$ cat src/rtl/regfile_pkg.sv
// Shared sizing constants and FSM state type for the register-bank write port.
package regfile_pkg;

  localparam int unsigned NREQ = 3;
  localparam int unsigned NREG = 8;
  localparam int unsigned AW   = $clog2(NREG);
  localparam int unsigned RW   = $clog2(NREQ);
  localparam int unsigned DW   = 16;

  typedef enum logic [1:0] {
    IDLE  = 2'd0,
    WR_LO = 2'd1,
    WR_HI = 2'd2
  } wr_state_e;

endpackage

$ cat src/rtl/reg_write_arbiter_if.sv
// Requester-side request/grant signals and register-bank write outputs.
interface reg_write_arbiter_if;
  import regfile_pkg::*;

  logic [NREQ-1:0]    req;
  logic [NREQ*AW-1:0] req_addr;
  logic [NREQ-1:0]    req_wide;
  logic [NREQ*DW-1:0] req_data;
  logic [NREQ-1:0]    gnt;
  logic [NREQ-1:0]    done;
  logic [NREG-1:0]    reg_ce;
  logic [7:0]         reg_d;
  logic               busy;

  modport master (
    output req, req_addr, req_wide, req_data,
    input  gnt, done, reg_ce, reg_d, busy
  );

  modport slave (
    input  req, req_addr, req_wide, req_data,
    output gnt, done, reg_ce, reg_d, busy
  );

endinterface

$ cat src/rtl/rr_arbiter.sv
// Round-robin pick: first requester at or after the pointer, wrapping modulo NREQ.
module rr_arbiter
  import regfile_pkg::*;
(
  input  logic [NREQ-1:0] req_i,
  input  logic [RW-1:0]   ptr_i,
  output logic [NREQ-1:0] gnt_o,
  output logic [RW-1:0]   idx_o,
  output logic            vld_o
);

  logic [RW:0] pos;

  always_comb begin
    gnt_o = '0;
    idx_o = '0;
    vld_o = 1'b0;
    pos   = '0;
    for (int k = 0; k < NREQ; k++) begin
      pos = {1'b0, ptr_i} + (RW+1)'(k);
      if (pos >= (RW+1)'(NREQ)) pos = pos - (RW+1)'(NREQ);
      if (!vld_o && req_i[pos[RW-1:0]]) begin
        vld_o               = 1'b1;
        idx_o               = pos[RW-1:0];
        gnt_o[pos[RW-1:0]]  = 1'b1;
      end
    end
  end

endmodule

$ cat src/rtl/reg_write_arbiter.sv
// Shares the 8-bit register write bus among requesters; wide writes take two
// consecutive cycles to an even/odd pair, low byte first.
module reg_write_arbiter
  import regfile_pkg::*;
(
  input  logic                 CLK,
  input  logic                 CLR,
  reg_write_arbiter_if.slave   bus
);

  wr_state_e         state_q;
  logic [AW-1:0]     addr_q;
  logic              wide_q;
  logic [DW-1:0]     data_q;
  logic [RW-1:0]     id_q;
  logic [RW-1:0]     ptr_q;
  logic [NREQ-1:0]   done_q;
  logic [NREG-1:0]   ce_q;
  logic [7:0]        d_q;
  logic              busy_q;

  logic [NREQ-1:0]   win_oh;
  logic [RW-1:0]     win_idx;
  logic              win_vld;

  logic              final_c;
  logic              accept_c;
  logic [AW-1:0]     acc_addr_c;
  logic              acc_wide_c;
  logic [DW-1:0]     acc_data_c;
  logic [RW-1:0]     ptr_nxt_c;

  rr_arbiter u_arb (
    .req_i (bus.req),
    .ptr_i (ptr_q),
    .gnt_o (win_oh),
    .idx_o (win_idx),
    .vld_o (win_vld)
  );

  // A new transfer may only start when the bus is free next cycle.
  always_comb begin
    final_c    = (state_q == WR_LO && !wide_q) || (state_q == WR_HI);
    accept_c   = win_vld && ((state_q == IDLE) || final_c);
    acc_wide_c = bus.req_wide[win_idx];
    acc_addr_c = bus.req_addr[win_idx*AW +: AW];
    acc_data_c = bus.req_data[win_idx*DW +: DW];
    if (acc_wide_c) acc_addr_c[0] = 1'b0;
    ptr_nxt_c  = (win_idx == RW'(NREQ-1)) ? '0 : win_idx + RW'(1);
  end

  assign bus.gnt    = accept_c ? win_oh : '0;
  assign bus.done   = done_q;
  assign bus.reg_ce = ce_q;
  assign bus.reg_d  = d_q;
  assign bus.busy   = busy_q;

  // Write FSM; bank strobes are registered alongside the state they belong to.
  always_ff @(posedge CLK or posedge CLR) begin
    if (CLR) begin
      state_q <= IDLE;
      addr_q  <= '0;
      wide_q  <= 1'b0;
      data_q  <= '0;
      id_q    <= '0;
      ptr_q   <= '0;
      done_q  <= '0;
      ce_q    <= '0;
      d_q     <= '0;
      busy_q  <= 1'b0;
    end else begin
      done_q <= '0;
      ce_q   <= '0;
      d_q    <= '0;
      busy_q <= 1'b0;
      if (accept_c) begin
        state_q         <= WR_LO;
        addr_q          <= acc_addr_c;
        wide_q          <= acc_wide_c;
        data_q          <= acc_data_c;
        id_q            <= win_idx;
        ptr_q           <= ptr_nxt_c;
        ce_q            <= NREG'(1) << acc_addr_c;
        d_q             <= acc_data_c[7:0];
        busy_q          <= 1'b1;
        done_q[win_idx] <= !acc_wide_c;
      end else if (state_q == WR_LO && wide_q) begin
        state_q      <= WR_HI;
        ce_q         <= NREG'(1) << (addr_q | AW'(1));
        d_q          <= data_q[15:8];
        busy_q       <= 1'b1;
        done_q[id_q] <= 1'b1;
      end else begin
        state_q <= IDLE;
      end
    end
  end

endmodule

$ cat src/flat_wrapper.sv
// flat-port wrapper written by rule: the top's interface ports become plain ports
module reg_write_arbiter_flat import regfile_pkg::*;
  (CLK, CLR, bus_req, bus_req_addr, bus_req_wide, bus_req_data, bus_gnt, bus_done, bus_reg_ce, bus_reg_d, bus_busy);
  reg_write_arbiter_if bus_i ();
  input  logic CLK;
  input  logic CLR;
  input wire logic [$bits(bus_i.req)-1:0] bus_req;
  input wire logic [$bits(bus_i.req_addr)-1:0] bus_req_addr;
  input wire logic [$bits(bus_i.req_wide)-1:0] bus_req_wide;
  input wire logic [$bits(bus_i.req_data)-1:0] bus_req_data;
  output wire logic [$bits(bus_i.gnt)-1:0] bus_gnt;
  output wire logic [$bits(bus_i.done)-1:0] bus_done;
  output wire logic [$bits(bus_i.reg_ce)-1:0] bus_reg_ce;
  output wire logic [$bits(bus_i.reg_d)-1:0] bus_reg_d;
  output wire logic [$bits(bus_i.busy)-1:0] bus_busy;
  assign bus_i.req = bus_req;
  assign bus_i.req_addr = bus_req_addr;
  assign bus_i.req_wide = bus_req_wide;
  assign bus_i.req_data = bus_req_data;
  assign bus_gnt = bus_i.gnt;
  assign bus_done = bus_i.done;
  assign bus_reg_ce = bus_i.reg_ce;
  assign bus_reg_d = bus_i.reg_d;
  assign bus_busy = bus_i.busy;
  reg_write_arbiter u_core (.CLK(CLK), .CLR(CLR), .bus(bus_i));
endmodule
$ cat config.mk
export PLATFORM = sky130hd
export DESIGN_NAME = reg_write_arbiter_flat
export DESIGN_NICKNAME = d
export VERILOG_FILES = /design/src/rtl/regfile_pkg.sv /design/src/rtl/reg_write_arbiter_if.sv /design/src/rtl/rr_arbiter.sv /design/src/rtl/reg_write_arbiter.sv /design/src/flat_wrapper.sv
export SDC_FILE = /design/constraint.sdc
export NUM_CORES = 1
export LEC_CHECK = 0
export BUFFER_PORTS_ARGS = -buffer_cell sky130_fd_sc_hd__buf_2
export CORE_MARGIN = 2
export CORE_UTILIZATION = 45
export CTS_BUF_LIST = sky130_fd_sc_hd__clkbuf_16
export DETAILED_ROUTE_END_ITERATION = 7
export PLACE_DENSITY = 0.76
export SLEW_MARGIN = 25
export SYNTH_ARGS = -nofsm -noshare
export SYNTH_HDL_FRONTEND = slang
export SYNTH_HIERARCHICAL = 1
export SYNTH_SLANG_ARGS = --single-unit
$ cat constraint.sdc
create_clock -name CLK -period 4.5 [get_ports CLK]
set_clock_uncertainty 0.2 [all_clocks]
set_input_delay 0.225 -clock CLK [delete_from_list [all_inputs] [get_ports CLK]]
set_output_delay 0.225 -clock CLK [all_outputs]
set_load 0.01 [all_outputs]
==> key figures <==
Layout
  • Layout cells sized above 1: between 30 and 40%
  • Fillers: 401
  • ANT cells: 0
  • Layout area overhead: 29.5%
  • Post-route cell area: 0.00275 mm^2
  • Fin util: between 60 and 70%
  • Final #Nets: ~390

Power
  • Switching power: a little under 1 mW
  • Worst VDD drop: approximately 0.33 mV
  • Sequential fraction of design power: about 25%
  • Leakage: ~1.4 nW
  • Internal Power: ~1.2 mW
  • Switching Fraction: 45.4%
  • Power Density: ~800 mW/mm^2
  • Combinational power share: 59.8%
  • Clk pwr share: around 15%

Synthesis
  • Sequential fraction of the synthesis area: roughly 44%
  • Synth area leaders: dfrtp_1, mux2i_1, nand2_1
  • Largest family of logic cells by synthesized area: compound AO/OA/AOI/OAI gates
  • Most frequent cell after synthesis: nand2_1
  • Post-synth top area share: 43.7%
  • Mux cell area share after synthesis: ~11%
  • Number of synthesized flops with an enable pin: 0
  • YS warnings: 6
  • Post-synth top flop: dfrtp_1
  • XOR/XNOR share of the synthesized area: 0%
  • Simple-gate portion of the synthesized area: 18.7%
  • Syn Std Cell Area: between 0.002 and 0.0025 mm^2
  • Synth Instances: 237
  • Cell taking the most area after synthesis: dfrtp_1
  • Post-synthesis cell type count: 42
  • Post-synth top cells: nand2_1, dfrtp_1, a21oi_1, nor2_1, mux2i_1
  • Synth Area in Compound Gates: between 10% and 20%
  • Adder-cell share of the synthesized area: between 2 and 2.5%
  • Syn avg cell area: about 9 um^2
  • Mapped Nets: roughly 310
  • Async S/R FF share, synth: 100%
  • Synth Register Bits: 37

Critical path
  • CP required: 4.48 ns
  • CP Launch Type: flop
  • CP max-delay cell: nor2b_4
  • Crit path from: u_core/ptr_q[1]$_DFFE_PP0P_
  • CP top delay family: simple AND/OR/NAND/NOR gates
  • Critical path, cell by cell: inv_1 -> ha_1 -> mux2i_4 -> or2_2 -> a21oi_1 -> a21oi_2 -> buf_4 -> nor2b_4 -> nand3_1 -> a211o_1 -> o32ai_2
  • Critical path fanouts, max: 27
  • Setup CP Type: reg -> reg
  • Reg2reg start: u_core/ptr_q[1]$_DFFE_PP0P_
  • Critical path capture point type: flop
  • Bufs and invs on worst path: 2
  • Critical path's largest stage delay: 0.53 ns
  • CP arrival: ~3.3 ns

Die
  • I/O Pins: 88
  • Die footprint: 0.00528 mm^2
  • Num rows: 24
  • Core Region: between 0.004 and 0.005 mm^2
  • Chip Height: about 73 um
  • Die Span X: 72.7 um
  • Initial core utilization: 47.7%

Route
  • Initial drt markers: 180
  • Post-DR vias/cell: 5.25
  • Final wirelength: 4970 um
  • Post-route ant nets: 0
  • DR WL/cell: ~13 um
  • DRC violations left: 0
  • Routed vias: 1973
  • Pre-Repair DR Iteration Count: 4

Clock tree
  • Setup bufs post-CTS: 0
  • CTS tree: done
  • Hold-fix buffers, CTS: 2
  • Clock buffer depth: 2
  • Clk root buf: clkbuf_16
  • Clk pin slew, worst setup/hold paths: about 0.050 ns
  • Clock buffer count from CTS: 5
  • Post-cts repair resize count: 0
  • Worst-Skew Late Latency: 0.27 ns
  • Clk sink count: 37
  • H-tree depth reported by CTS: 2

GRT
  • GR Overflow Total: 0
  • Initial antenna violation count: 0
  • Vias in the first global route: between 1500 and 2000
  • Tot GR Track Use: roughly a fifth
  • Largest net degree at the start of global routing: 38
  • First-pass GRT wire length: 8430 um

STA
  • Hold Slack: ~0.029 ns
  • Final hold vios: 0
  • RSZ-0062 raised after global routing: no
  • Setup TNS Final: 0 ns
  • Fmax: 298 MHz
  • Least-Margin Pin Slew: approximately 0.57 ns
  • Slew margin rel.: 62.0%
  • Number of setup violations in the final report: 0
  • Fin crit period: approximately 3.4 ns
  • Max-slew violation count: 0
  • Fin crit share: about three quarters

Place
  • Area post-placement: approximately 0.0026 mm^2
  • Routability congestion estimate: between 0.7 and 0.8
  • PortBufs: 87
  • DP Wirelength: approximately 3700 um

Min path
  • Min-delay src: bus_req_data[20]
  • Worst Hold Class: in -> reg

Run
  • Number of max-cap violations: 0

Outcome
  • Status: completed
==> power groups by stage <==
stage,logic [mW],registers [mW],clock network (mW)
2_1_floorplan,0.989,0.583,0
3_3_place_gp,1.28,0.556,0
3_5_place_dp,1.31,0.560,0
4_1_cts,1.31,0.557,0.332
5_1_grt,1.49,0.571,0.347
6_report,1.31,0.556,0.324
==> metal layers <==
layer  track usage [%]  share of wire (%)  vias up
met4              5.97               0.84        0
met1              25.0                 43      886
met5                 0                  0        -
li1                  -                  -     1000
met3              4.83                7.5        4
met2              36.1                 48       83
==> cell usage in the layout (no fill, tap or decap), types with 3 or more instances in the layout <==
| master | n |
|---|---|
| inv_1 | 7 |
| o21ai_0 | 20 |
| buf_2 | 87 |
| nor2_1 | 23 |
| nand3b_1 | 4 |
| nor3_1 | 4 |
| dfrtp_1 | 37 |
| mux2i_1 | 22 |
| and3_1 | 3 |
| a21oi_1 | 22 |
| clkbuf_16 | 5 |
| ha_1 | 4 |
| nand2_1 | 42 |
| o21ai_1 | 3 |
| buf_4 | 4 |
==> through the flow <==
| step | power, mW | setup WS [ns] | std cells |
|---|---|---|---|
| 3_5_place_dp | 1.87 | 1.16 | 366 |
| 6_report | 2.19 | 1.15 | 376 |
| 4_1_cts | 2.20 | 1.15 | 376 |
| 2_1_floorplan | 1.57 | 1.87 | 237 |
| 3_3_place_gp | 1.84 | 1.29 | 366 |
| 5_1_grt | 2.41 | 0.902 | 376 |
==> kinds of logic after synthesis <==
group / Yosys count
compound gates: 64
flops: 37
simple gates: 88
fa+ha+maj: 4
mux: 23
buf+inv: 21
==> layout make-up <==
cell class	instances	area, um^2	share of cell area, %
tap	52	65.1	2.37
sequential	37	926	33.7
inverter	7	26.3	0.957
multi-input combinational	179	1100	40.2
timing repair buffer	93	485	17.7
clock buffer	5	125	4.56
clock inverter	3	13.8	0.501
==> worst register-to-register path, delay by kind of cell, from the launching register on <==
| kind | cells | cell delay [ns] |
|---|---|---|
| AOI/OAI and AO/OA | 4 | 0.77 |
| adders and majority gates | 1 | 0.37 |
| buffers and inverters | 2 | 0.38 |
| DFF | 1 | 0.41 |
| muxes | 1 | 0.32 |
| and+or+nand+nor | 3 | 0.84 |
==> state kept, by name, summed over array words and instances, names as in the netlist <==
signal and count:
u_core/bus.reg_ce 8, u_core/bus.reg_d 8, u_core/data_q 8, u_core/bus.done 3, u_core/addr_q 2, u_core/id_q 2, u_core/ptr_q 2, u_core/state_q 2
u_core/bus.busy 1, u_core/wide_q 1
==> worst paths after layout <==
check                                                  to  slack [ns]  cells after the start
setup / recovery           u_core/bus.reg_ce[3]$_DFF_PP0_        1.15                     11
hold / removal              u_core/bus.reg_d[4]$_DFF_PP0_        0.03                      3
setup reg to reg           u_core/bus.reg_ce[3]$_DFF_PP0_        1.15                     11
hold reg to reg             u_core/bus.reg_d[4]$_DFF_PP0_        0.27                      2
max in group asynchronous   u_core/bus.reg_d[7]$_DFF_PP0_        3.36                      4
min in group asynchronous   u_core/bus.reg_d[4]$_DFF_PP0_        0.42                      4
Note: power is estimated with default switching activity, not from simulation.
